File: src/rtl/gcd_pkg.sv
// gcd_pkg: shared types and constants for the GCD request scheduler.
package gcd_pkg;

  typedef enum logic [1:0] {
    IDLE,
    ISSUE,
    WAIT,
    RESP
  } state_t;

  // Requester index width; a single requester still needs one bit.
  function automatic int id_width(input int n);
    return (n > 2) ? $clog2(n) : 1;
  endfunction

  localparam state_t RST_STATE = IDLE;
  localparam logic   RST_FLAG  = 1'b0;

endpackage

File: src/rtl/gcd_rr_arb.sv
// gcd_rr_arb: combinational rotating-priority picker.
// Searches req_valid from ptr upward with wrap and returns the first hit.
module gcd_rr_arb
  import gcd_pkg::*;
#(
  parameter int NUM_REQ = 4,
  parameter int ID_W    = id_width(NUM_REQ)
) (
  input  logic [NUM_REQ-1:0] req_valid,
  input  logic [ID_W-1:0]    ptr,
  output logic               any,
  output logic [ID_W-1:0]    grant_idx,
  output logic [NUM_REQ-1:0] grant_oh
);

  // ptr < NUM_REQ and offset < NUM_REQ, so one conditional subtract wraps the sum.
  always_comb begin
    logic [ID_W:0]   sum;
    logic [ID_W-1:0] idx;
    any       = 1'b0;
    grant_idx = '0;
    grant_oh  = '0;
    sum       = '0;
    idx       = '0;
    for (int unsigned k = 0; k < NUM_REQ; k++) begin
      sum = {1'b0, ptr} + (ID_W+1)'(k);
      if (sum >= (ID_W+1)'(NUM_REQ)) begin
        sum = sum - (ID_W+1)'(NUM_REQ);
      end
      idx = sum[ID_W-1:0];
      if (!any && req_valid[idx]) begin
        any           = 1'b1;
        grant_idx     = idx;
        grant_oh[idx] = 1'b1;
      end
    end
  end

endmodule

File: src/rtl/gcd_sched.sv
// gcd_sched: shares one GCD engine among NUM_REQ requesters, round-robin.
// Optional watchdog in WAIT enabled by defining GCD_SCHED_TIMEOUT_EN.
module gcd_sched
  import gcd_pkg::*;
#(
  parameter  int NUM_REQ        = 4,
  parameter  int WIDTH          = 32,
  parameter  int TIMEOUT_CYCLES = 1024,
  localparam int ID_W           = id_width(NUM_REQ)
) (
  input  logic                     clk,
  input  logic                     rst,
  input  logic [NUM_REQ-1:0]       req_valid,
  input  logic [NUM_REQ*WIDTH-1:0] req_a,
  input  logic [NUM_REQ*WIDTH-1:0] req_b,
  output logic [NUM_REQ-1:0]       req_ready,
  output logic                     eng_start,
  output logic [WIDTH-1:0]         eng_a,
  output logic [WIDTH-1:0]         eng_b,
  output logic                     eng_abort,
  input  logic                     eng_done,
  input  logic [WIDTH-1:0]         eng_result,
  output logic                     rsp_valid,
  input  logic                     rsp_ready,
  output logic [ID_W-1:0]          rsp_id,
  output logic [WIDTH-1:0]         rsp_result,
  output logic                     rsp_err,
  output logic                     busy
);

  state_t            state, state_n;
  logic [ID_W-1:0]   ptr, ptr_n;
  logic [ID_W-1:0]   id_q, id_n;
  logic [WIDTH-1:0]  a_q, a_n, b_q, b_n;
  logic [WIDTH-1:0]  res_q, res_n;
  logic              err_q, err_n;

  logic              any;
  logic [ID_W-1:0]   grant_idx;
  logic [NUM_REQ-1:0] grant_oh;
  logic [WIDTH-1:0]  a_arr [NUM_REQ];
  logic [WIDTH-1:0]  b_arr [NUM_REQ];
  logic [WIDTH-1:0]  sel_a, sel_b;

`ifdef GCD_SCHED_TIMEOUT_EN
  localparam int TW = $clog2(TIMEOUT_CYCLES + 1);
  logic [TW-1:0]     timer, timer_n;
`endif

  gcd_rr_arb #(
    .NUM_REQ (NUM_REQ),
    .ID_W    (ID_W)
  ) u_arb (
    .req_valid (req_valid),
    .ptr       (ptr),
    .any       (any),
    .grant_idx (grant_idx),
    .grant_oh  (grant_oh)
  );

  // Split the flat operand buses into per-requester slices.
  always_comb begin
    for (int unsigned i = 0; i < NUM_REQ; i++) begin
      a_arr[i] = req_a[i*WIDTH +: WIDTH];
      b_arr[i] = req_b[i*WIDTH +: WIDTH];
    end
  end

  assign sel_a = a_arr[grant_idx];
  assign sel_b = b_arr[grant_idx];

  // State and datapath registers; reset discards any in-flight request.
  always_ff @(posedge clk or posedge rst) begin
    if (rst) begin
      state <= RST_STATE;
      ptr   <= '0;
      id_q  <= '0;
      a_q   <= '0;
      b_q   <= '0;
      res_q <= '0;
      err_q <= RST_FLAG;
`ifdef GCD_SCHED_TIMEOUT_EN
      timer <= '0;
`endif
    end else begin
      state <= state_n;
      ptr   <= ptr_n;
      id_q  <= id_n;
      a_q   <= a_n;
      b_q   <= b_n;
      res_q <= res_n;
      err_q <= err_n;
`ifdef GCD_SCHED_TIMEOUT_EN
      timer <= timer_n;
`endif
    end
  end

  // Next-state, register updates and handshake strobes.
  always_comb begin
    state_n   = state;
    ptr_n     = ptr;
    id_n      = id_q;
    a_n       = a_q;
    b_n       = b_q;
    res_n     = res_q;
    err_n     = err_q;
    req_ready = '0;
    eng_start = 1'b0;
    eng_abort = 1'b0;
`ifdef GCD_SCHED_TIMEOUT_EN
    timer_n   = timer;
`endif
    case (state)
      IDLE: begin
        if (any) begin
          req_ready = grant_oh;
          a_n       = sel_a;
          b_n       = sel_b;
          id_n      = grant_idx;
          err_n     = 1'b0;
          if (sel_a == '0 || sel_b == '0) begin
            // gcd(0,x) = x and gcd(0,0) = 0, so the OR is the answer.
            res_n   = sel_a | sel_b;
            state_n = RESP;
          end else begin
            state_n = ISSUE;
          end
        end
      end
      ISSUE: begin
        eng_start = 1'b1;
        state_n   = WAIT;
`ifdef GCD_SCHED_TIMEOUT_EN
        timer_n   = '0;
`endif
      end
      WAIT: begin
        if (eng_done) begin
          res_n   = eng_result;
          err_n   = 1'b0;
          state_n = RESP;
        end
`ifdef GCD_SCHED_TIMEOUT_EN
        else if (timer == TW'(TIMEOUT_CYCLES)) begin
          eng_abort = 1'b1;
          res_n     = '0;
          err_n     = 1'b1;
          state_n   = RESP;
        end else begin
          timer_n   = timer + 1'b1;
        end
`endif
      end
      RESP: begin
        if (rsp_ready) begin
          ptr_n   = (id_q == ID_W'(NUM_REQ - 1)) ? '0 : id_q + 1'b1;
          state_n = IDLE;
        end
      end
      default: state_n = IDLE;
    endcase
  end

  assign eng_a      = a_q;
  assign eng_b      = b_q;
  assign rsp_valid  = (state == RESP);
  assign rsp_id     = id_q;
  assign rsp_result = res_q;
  assign rsp_err    = err_q;
  assign busy       = (state != IDLE);

endmodule

File: config.mk
export PLATFORM = sky130hd
export DESIGN_NAME = gcd_sched
export DESIGN_NICKNAME = d
export VERILOG_FILES = /design/src/rtl/gcd_pkg.sv /design/src/rtl/gcd_rr_arb.sv /design/src/rtl/gcd_sched.sv
export SDC_FILE = /design/constraint.sdc
export NUM_CORES = 1
export LEC_CHECK = 0
export ABC_AREA = 1
export ABC_CLOCK_PERIOD_IN_PS = 3650
export BUFFER_PORTS_ARGS = -buffer_cell sky130_fd_sc_hd__buf_2
export CORE_AREA = 2 2 155 157
export DETAILED_ROUTE_END_ITERATION = 16
export DIE_AREA = 0 0 157 159
export GPL_ROUTABILITY_DRIVEN = 0
export SETUP_SLACK_MARGIN = 0.02
export SYNTH_ARGS = -nofsm -noshare
export SYNTH_HDL_FRONTEND = slang
export SYNTH_HIERARCHICAL = 1
export SYNTH_SLANG_ARGS = --single-unit
File: constraint.sdc
create_clock -name clk -period 3.65 [get_ports clk]
set_clock_uncertainty 0.05 [all_clocks]
set_input_delay 1.095 -clock clk [delete_from_list [all_inputs] [get_ports clk]]
set_output_delay 1.095 -clock clk [all_outputs]
set_load 0.1 [all_outputs]
==> results.toml <==
[critical_path]
crit_family = "buffers and inverters"
start_kind = "register"
crit_top_cell = "inv_1"
crit_slowest_cell = "ha_1"
crit_required_ps = 2500
cp_max_fo = 5
cp_num_buf_inv = 5
criticalPathCategory = "reg2out"
cp-end-kind = "output pin"
cp_slowest_stage_delay_ps = 400
crit_arrival_ps = 2380
cp_cell_sequence = "inv_1 > ha_1 > inv_1 > nand3_1 > nand2_1 > nor2_2 > buf_4 > a21oi_1 > nand3_1 > inv_1 > nor2_4 > buf_12"

[clock_tree]
clkTransAtPathRegs_ps = 90
clk_latency_ps = 360
numCtsBuffers = 9
clock_tree.buffer_depth = 2
cts_root_buffer = "clkbuf_16"
cts_max_level = 3
cts_hold_buf = 0
cts_tree = "done"
cts.sinks = 102

[grt]
first_global_vias = 8740
antenna_found_initial = 5
grt_pass1_wl_mm = 50.49
grt_max_degree = 133
grt_usage_pct = 26.67
gr-total-overflow = 0

[floorplanning]
io_pins = 403
row_count = 56
start_util_pct = 30.21
die_y_um = 159
core_area_um2 = 23190
die_area_um2 = 24960
fp.dieW_um = 157

[sta]
relSlewSlack_pct = 31.15
worstMarginPinSlew_ps = 1032
rsz0062_at_grt = "yes"
whs_ps = 420.4
final_max_slew_viol_count = 0
fmax_ghz = 0.2836
setup_violations = 0
period_share_pct = 96.60
hold_violations = 0
final.min_clock_period_ps = 3526

[routing]
dr.pass1.iters = 6
routed_wl_mm = 35.18
wl_per_cell_um = 18.49
vias = 9370
avgViaCountPerCell = 4.924
drt_iter0_drc = 679
drc_errors = 0
postRouteAntennaNets = 0

[synth]
synth_seq_area_share_pct = 36.43
syn_area_per_cell_um2 = 6.416
synth_edf_count = 0
yosys_warnings = 6
synth_top_flop_cell = "dfrtp_1"
synth_top_area_share_pct = 36.43
synthesis.area_um2 = 7007
yosysUniqueCellTypes = 26
yosys-top-cells-area = "dfrtp_1 (36%), nand2_1 (27%), nand3_1 (12%)"
synthCells = 1092
yosys_register_bits = 102
synth_area_leader_cell = "dfrtp_1"
async_reset_ff_share_pct = 100.0

[final_layout]
regArea_um2 = 2554
final_area_um2 = 11300
area_delta_synth_final_pct = 61.27
layout_common_cells = "nand2_1 (464), buf_2 (392), nand3_1 (166), buf_4 (113), dfrtp_1 (101)"
fillCellCount = 2430
finalNetCount = 1880
multiInputGateArea_um2 = 4348
drive_above_1_share_pct = 41.61
layout_commonest_cell = "nand2_1"

[hold_path]
hold_path_class = "reg2reg"

[placed_design]
port_buffers = 400
place_area_um2 = 10320
dpl.hpwl_mm = 27.59

[outcome]
outcome = "complete, no violations"

[job]
cap_violations = 0
==> final timing paths <==
kind / startpoint / end / slack (ps) / cells after the start
max: ptr[1]$_DFFE_PP0P_ / req_ready[3] / 120 / 12
min: rsp_result[13]$_DFFE_PP0P_ / rsp_result[13]$_DFFE_PP0P_ / 420 / 2
max reg2reg: ptr[1]$_DFFE_PP0P_ / rsp_result[21]$_DFFE_PP0P_ / 170 / 24
min reg2reg: rsp_result[13]$_DFFE_PP0P_ / rsp_result[13]$_DFFE_PP0P_ / 420 / 2
max in group asynchronous: rst / eng_a[21]$_DFFE_PP0P_ / 1930 / 3
min in group asynchronous: rst / eng_b[21]$_DFFE_PP0P_ / 800 / 2
==> metrics by stage <==
step                      std cells  utilization, %  worst slack [ps]  TNS, ps
after floorplan                1093               -            -46.70   -142.0
after global placement         1851           44.48            -340.3   -10860
after detailed placement       1851           44.48            -395.8   -12600
after CTS                      1868           45.86             12.14        0
after global routing           1903           48.72            -84.10    -1757
final                          1903           48.72             124.1        0
==> metal layers <==
layer	GRT usage (%)	vias up	routed length, µm
li1	-	4516	-
met1	35.20	4384	14830
met2	45.77	411	17330
met3	3.212	59	2059
met4	7.423	0	964
met5	0	-	0
==> worst min-delay path, stage by stage, from the launching register on <==
cell,delay [ps]
dfrtp_1,340
nand2_1,50
nand2_1,50
==> kinds of logic (layout without fill, tap and decap cells) <==
family | after synthesis | count (layout) | synth area share (%)
flops | 102 | 102 | 36.43
mux | 1 | 1 | 0.1607
other cells | 1 | 7 | 0.05352
simple gates | 735 | 735 | 43.57
fa+ha+maj | 10 | 10 | 1.786
compound gates | 146 | 146 | 11.77
buf+inv | 97 | 583 | 6.232
==> registers in the layout (all words and copies together) (netlist names) <==
| register | cells |
|---|---|
| eng_a | 32 |
| eng_b | 32 |
| rsp_result | 32 |
| ptr | 2 |
| rsp_id | 2 |
| state | 2 |
==> cells in the mapped netlist (4+ instances only) <==
library cell / number
nand2_2: 7
dfrtp_1: 102
nand3_1: 174
nand4_1: 7
a21boi_0: 4
inv_1: 20
nand2_1: 513
buf_2: 46
o21ai_0: 68
nor2_1: 29
clkbuf_1: 24
a21oi_1: 40
a21o_1: 32
ha_1: 10
==> timing repair <==
item                       in CTS  in global routing
buffers inserted                1                 21
setup endpoints to repair      36                 37
gates resized for setup         4                 87
gates cloned                    0                 10
pin swaps                       1                 39
==> layout make-up <==
class / count / area share (%)
multi-input combinational: 894 / 38.48
timing repair buffer: 545 / 31.54
sequential: 102 / 22.60
tap: 319 / 3.532
clock buffer: 9 / 1.993
inverter: 22 / 1.096
clock inverter: 7 / 0.6533
antenna: 5 / 0.1107
Power is left out: the tool's default activity adds up to more than one toggle a clock period on the data nets, which glitch-free logic cannot reach.
